## src/rtl/fft8_frame_sched_pkg.sv

```systemverilog
// ============================================================================
// Module : fft8_frame_sched_pkg
// Shared state encoding and the 3-bit bit-reversal helper for the 8-point
// FFT frame scheduler.
// Rev    : 1.0
// ============================================================================
`default_nettype none

package fft8_frame_sched_pkg;

  localparam logic [1:0] ST_LOAD    = 2'd0;
  localparam logic [1:0] ST_START   = 2'd1;
  localparam logic [1:0] ST_COMPUTE = 2'd2;
  localparam logic [1:0] ST_UNLOAD  = 2'd3;

  typedef enum logic [1:0] {
    S_LOAD    = ST_LOAD,
    S_START   = ST_START,
    S_COMPUTE = ST_COMPUTE,
    S_UNLOAD  = ST_UNLOAD
  } state_e;

  localparam int CNT_W = 3;

  // Decimation-in-time input ordering for an 8-point transform
  function automatic logic [CNT_W-1:0] bitrev3(input logic [CNT_W-1:0] v);
    return {v[0], v[1], v[2]};
  endfunction

endpackage

`default_nettype wire

```

## src/rtl/fft8_frame_sched.sv

```systemverilog
// ============================================================================
// Module : fft8_frame_sched
// Sequences one 8-point frame through an external register file and FFT core:
// bit-reversed load, start/compute with watchdog, natural-order unload.
// Rev    : 1.0
// ============================================================================
`default_nettype none

module fft8_frame_sched
  import fft8_frame_sched_pkg::*;
#(
  parameter int N       = 8,
  parameter int WIDTH   = 12,
  parameter int TIMEOUT = 32
) (
  input  logic                 clk,
  input  logic                 rst,
  input  logic                 in_valid,
  output logic                 in_ready,
  input  logic [2*WIDTH-1:0]   in_data,
  output logic                 rf_sel,
  output logic                 rf_we,
  output logic [2:0]           rf_waddr,
  output logic [2*WIDTH-1:0]   rf_wdata,
  output logic [2:0]           rf_raddr,
  input  logic [2*WIDTH-1:0]   rf_rdata,
  output logic                 fft_start,
  input  logic                 fft_done,
  output logic                 out_valid,
  input  logic                 out_ready,
  output logic [2*WIDTH-1:0]   out_data,
  output logic                 out_last,
  output logic                 err_timeout
);

  localparam int                WD_W     = $clog2(TIMEOUT) + 1;
  localparam logic [WD_W-1:0]   WD_LAST  = WD_W'(TIMEOUT - 1);
  localparam logic [CNT_W-1:0]  LAST_IDX = CNT_W'(N - 1);

  state_e            state_q;
  logic [CNT_W-1:0]  cnt_q;
  logic [WD_W-1:0]   wd_q;
  logic              err_q;

  always_ff @(posedge clk or posedge rst) begin
    if (rst) begin
      state_q <= S_LOAD;
      cnt_q   <= '0;
      wd_q    <= '0;
      err_q   <= 1'b0;
    end else begin
      case (state_q)
        S_LOAD: begin
          if (in_valid) begin
            cnt_q <= cnt_q + 3'd1;
            if (cnt_q == LAST_IDX) begin
              state_q <= S_START;
              cnt_q   <= '0;
            end
          end
        end
        S_START: begin
          state_q <= S_COMPUTE;
          wd_q    <= '0;
        end
        S_COMPUTE: begin
          // A completion arriving on the final watchdog cycle still wins
          if (fft_done) begin
            state_q <= S_UNLOAD;
            cnt_q   <= '0;
          end else if (wd_q == WD_LAST) begin
            err_q   <= 1'b1;
            state_q <= S_LOAD;
            cnt_q   <= '0;
          end else begin
            wd_q <= wd_q + 1'b1;
          end
        end
        S_UNLOAD: begin
          if (out_ready) begin
            cnt_q <= cnt_q + 3'd1;
            if (cnt_q == LAST_IDX) begin
              state_q <= S_LOAD;
              cnt_q   <= '0;
            end
          end
        end
        default: begin
          state_q <= S_LOAD;
          cnt_q   <= '0;
        end
      endcase
    end
  end

  always_comb begin
    in_ready  = 1'b0;
    rf_sel    = 1'b1;
    rf_we     = 1'b0;
    rf_waddr  = '0;
    rf_wdata  = '0;
    rf_raddr  = '0;
    fft_start = 1'b0;
    out_valid = 1'b0;
    out_last  = 1'b0;
    case (state_q)
      S_LOAD: begin
        in_ready = 1'b1;
        if (in_valid) begin
          rf_we    = 1'b1;
          rf_waddr = bitrev3(cnt_q);
          rf_wdata = in_data;
        end
      end
      S_START: begin
        fft_start = 1'b1;
        rf_sel    = 1'b0;
      end
      S_COMPUTE: begin
        rf_sel = 1'b0;
      end
      S_UNLOAD: begin
        rf_raddr  = cnt_q;
        out_valid = 1'b1;
        out_last  = (cnt_q == LAST_IDX);
      end
      default: begin
        rf_sel = 1'b1;
      end
    endcase
  end

  assign out_data    = rf_rdata;
  assign err_timeout = err_q;

endmodule

`default_nettype wire

```

## config.mk

```make
export PLATFORM = sky130hd
export DESIGN_NAME = fft8_frame_sched
export DESIGN_NICKNAME = d
export VERILOG_FILES = /design/src/rtl/fft8_frame_sched_pkg.sv /design/src/rtl/fft8_frame_sched.sv
export SDC_FILE = /design/constraint.sdc
export NUM_CORES = 1
export LEC_CHECK = 0
export ABC_CLOCK_PERIOD_IN_PS = 3700
export BUFFER_PORTS_ARGS = -buffer_cell sky130_fd_sc_hd__buf_2
export CORE_UTILIZATION = 39
export CTS_BUF_LIST = sky130_fd_sc_hd__clkbuf_8 sky130_fd_sc_hd__clkbuf_16
export DETAILED_ROUTE_END_ITERATION = 6
export PLACE_DENSITY = 0.95
export SLEW_MARGIN = 25
export SYNTH_ARGS = -nofsm -noshare
export SYNTH_HDL_FRONTEND = slang
export SYNTH_SLANG_ARGS = --single-unit
```

## constraint.sdc

```tcl
create_clock -name clk -period 3.7 [get_ports clk]
set_input_delay 0.74 -clock clk [delete_from_list [all_inputs] [get_ports clk]]
set_output_delay 0.74 -clock clk [all_outputs]
set_load 0.03 [all_outputs]
```

==> results.txt <==
Switching share of total power: 0.5030
Total setup violations reported at the end of the flow: 0
Area of the die: 3139 um2
Average cell area after synthesis: 8.561 um2
Biggest area contributors in the synthesized netlist: dfrtp_1, buf_4, and3_1, ha_1, nand2_1
Cts bufs inserted: 3
FMAX: 377.7 MHz
Clock Tree Buf Depth: 2
Post-layout net count: 232
Max cap viols: 0
FF+latch count, synth: 12
Effective utilization at floorplan: 0.4129
Global route total overflow: 0
Per-cell via count in the routed design: 5.188
Sequential share of power: 0.212
Power Internal: 0.4748 mW
Antenna fix cells: 0
First-pass detailed-route iteration total: 4
Clock-pin slew of the registers on the worst-case setup and hold paths: 0.06 ns
Core area: 2758 um2
FF+latch area: 300.3 um2
Post_cts resized: 0
Count of routing violations after the opening detailed-route iteration: 21
Area growth, synth to finish: 18.35%
Data arrival at the endpoint of the critical path: 1.91 ns
Area used by multi-input combinational logic: 605.6 um2
Critical path startpoint category: register
Layout Cell Area excl Fill: 1348 um2
Outcome: completed
HP Class: reg2reg
Power density relative to cell area: 708.9 nW/um2
Switching Power: 0.4805 mW
DR DRC count: 0
Post-Syn Nets: 193
Top-Level Pins: 114
Rows: 19
Setup TNS: 0 ns
Share of the synthesized area in the top cell type: 0.2637
Clk sinks: 12
Post-synthesis sequential area ratio: 0.2637
Number of nets still failing antenna checks after routing: 0
Number of I/O port buffers: 65
Vertical extent of the die: 56.03 um
Peak fanout along the critical path: 32
Met2 Track Usage GR: 0.2823
P_leak: 0.8685 nW
Worst slew slack as a fraction of its limit: 0.4967
Instance count of the mapped netlist: 133
Worst Max-Slew Pin Slew: 0.7550 ns
Number of buffers added to fix hold violations after cts: 0
Clock H-tree levels: 1
Final number of max-transition violations: 0
Part of the power in combinational logic: 0.635
Data required time at the worst endpoint: 2.96 ns
Root buffer selected by CTS: clkbuf_8
Total vias in the final route: 1,048
Chip width: 56.03 um
Leading cell types in the layout, fill and taps excluded: buf_2, and3_1, dfrtp_1
Vias in the first global route: 883
Number of buffers inserted by post-CTS setup repair: 0
Global-route wire length before repair: 3.960 mm
Routed WL: 2.621 mm
Most common cell after layout, fill and taps aside: buf_2
Total routing usage reported by global routing: 0.1616
CTS tree: yes
Global Route met3 Usage: 0.05814
Pin count of the biggest net entering global routing: 33
Fraction of layout cells with a size suffix above 1: 0.4561
DP Area: 1292 um2
Post-detailed-route wirelength per cell: 12.98 um
Final Critical Period: 2.648 ns
Synth unique cells: 35
Unrepaired setup endpoints after global routing: no
Count of final hold-check violations: 0
Global routing met1 resource utilization: 0.1820
Clock network latency to the later pin of the worst-skew pair: 0.25 ns
Worst Skew: 0.003691 ns
Post-Synthesis Cell Area: 1139 um2
Part of the total power dissipated in the clock network: 0.153
Most crowded layer after global routing: met2
Number of warning messages in the yosys log: 0
Number of antenna violations at the first check in global routing: 0
Classification of the worst setup path: reg2out
Routability-driven placement congestion ratio: 0.7913
Worst ir drop on vdd: 0.0004943 V
Final cycle utilization of the critical path: 0.7156
Endpoint class of the critical path: primary output
Detailed Place HPWL: 2.026 mm
Post-synth top area cell: dfrtp_1
Number of inserted filler cells in the final layout: 285
[power by group through the flow]
stage                     combinational (mW)  clock (mW)  sequential (mW)
after floorplan                        0.519           0            0.195
final                                  0.606       0.146            0.203
after global placement                 0.594           0            0.202
after detailed placement               0.610           0            0.204
after global routing                   0.651       0.155            0.210
after CTS                              0.612       0.151            0.203
[synthesized netlist by cell type (all sizes together)]
cell     n
a2111o   1
a21boi   1
a21o     1
a21oi    3
a22o     3
a22oi    1
a31o     2
a31oi    2
a32oi    1
and2     5
and2b    2
and3    27
and3b    2
and4     1
and4b    1
buf     25
clkbuf   6
dfrtp   12
ha       7
inv      6
mux2i    2
nand2   10
nand3    1
nand4    1
nor2     2
nor3b    1
nor4     1
o21ai    2
o22a     1
o22ai    1
o31ai    1
xnor2    1
[layer usage]
metal	wire, um	up-vias
li1	-	522
met1	1036	476
met2	1385	48
met3	195	2
met4	4	0
met5	0	-
[registers in the layout (all words and copies together), names as in the netlist]
| signal | count |
|---|---|
| wd_q | 6 |
| state_q | 2 |
| cnt_q | 3 |
| err_timeout | 1 |
[logic make-up (layout without fill, tap and decap cells)]
group,after synthesis,after routing,synth area share
AND/OR/NAND/NOR,54,54,0.2879
buffers and inverters,37,75,0.2044
AO/OA/AOI/OAI,20,20,0.1418
flip-flops,12,12,0.2637
adder cells (fa/ha/maj),7,7,0.07692
multiplexers,2,2,0.01758
XOR/XNOR,1,1,0.007694
[area by class of cell]
cell class | count | area share
multi-input cells | 84 | 0.4494
flip-flops and latches | 12 | 0.2228
repair buffers | 65 | 0.2414
well taps | 31 | 0.02878
inverters | 6 | 0.01671
clock buffers | 4 | 0.04085
[critical path, stage by stage (launching register included)]
cell and delay, ns:
dfrtp_1 0.39, inv_1 0.12, ha_1 0.66, and3_1 0.28, buf_2 0.20
[final timing paths]
path                        startpoint          end  slack (ns)  depth (start not counted)
min reg2reg                err_timeout  err_timeout        0.45                          1
min                        err_timeout  err_timeout        0.45                          1
min in group asynchronous          rst     cnt_q[0]        0.50                          2
max in group asynchronous          rst   state_q[0]        2.87                          2
max                         state_q[1]  rf_wdata[7]        1.05                          4
max reg2reg                 state_q[0]     cnt_q[0]        1.61                          5
[stage by stage]
step	hold slack (ns)	cells	worst slack (ns)	utilization	power, mW
after CTS	0.4560	202	1.032	0.4887	0.9660
after global routing	0.4652	202	0.9073	0.4887	1.016
after global placement	0.4425	198	1.369	0.4687	0.7951
after detailed placement	0.4434	198	1.303	0.4687	0.8139
final	0.4518	202	1.052	0.4887	0.9553
after floorplan	0.4932	133	1.283	-	0.7136
Power figures use the tool's default switching activity.
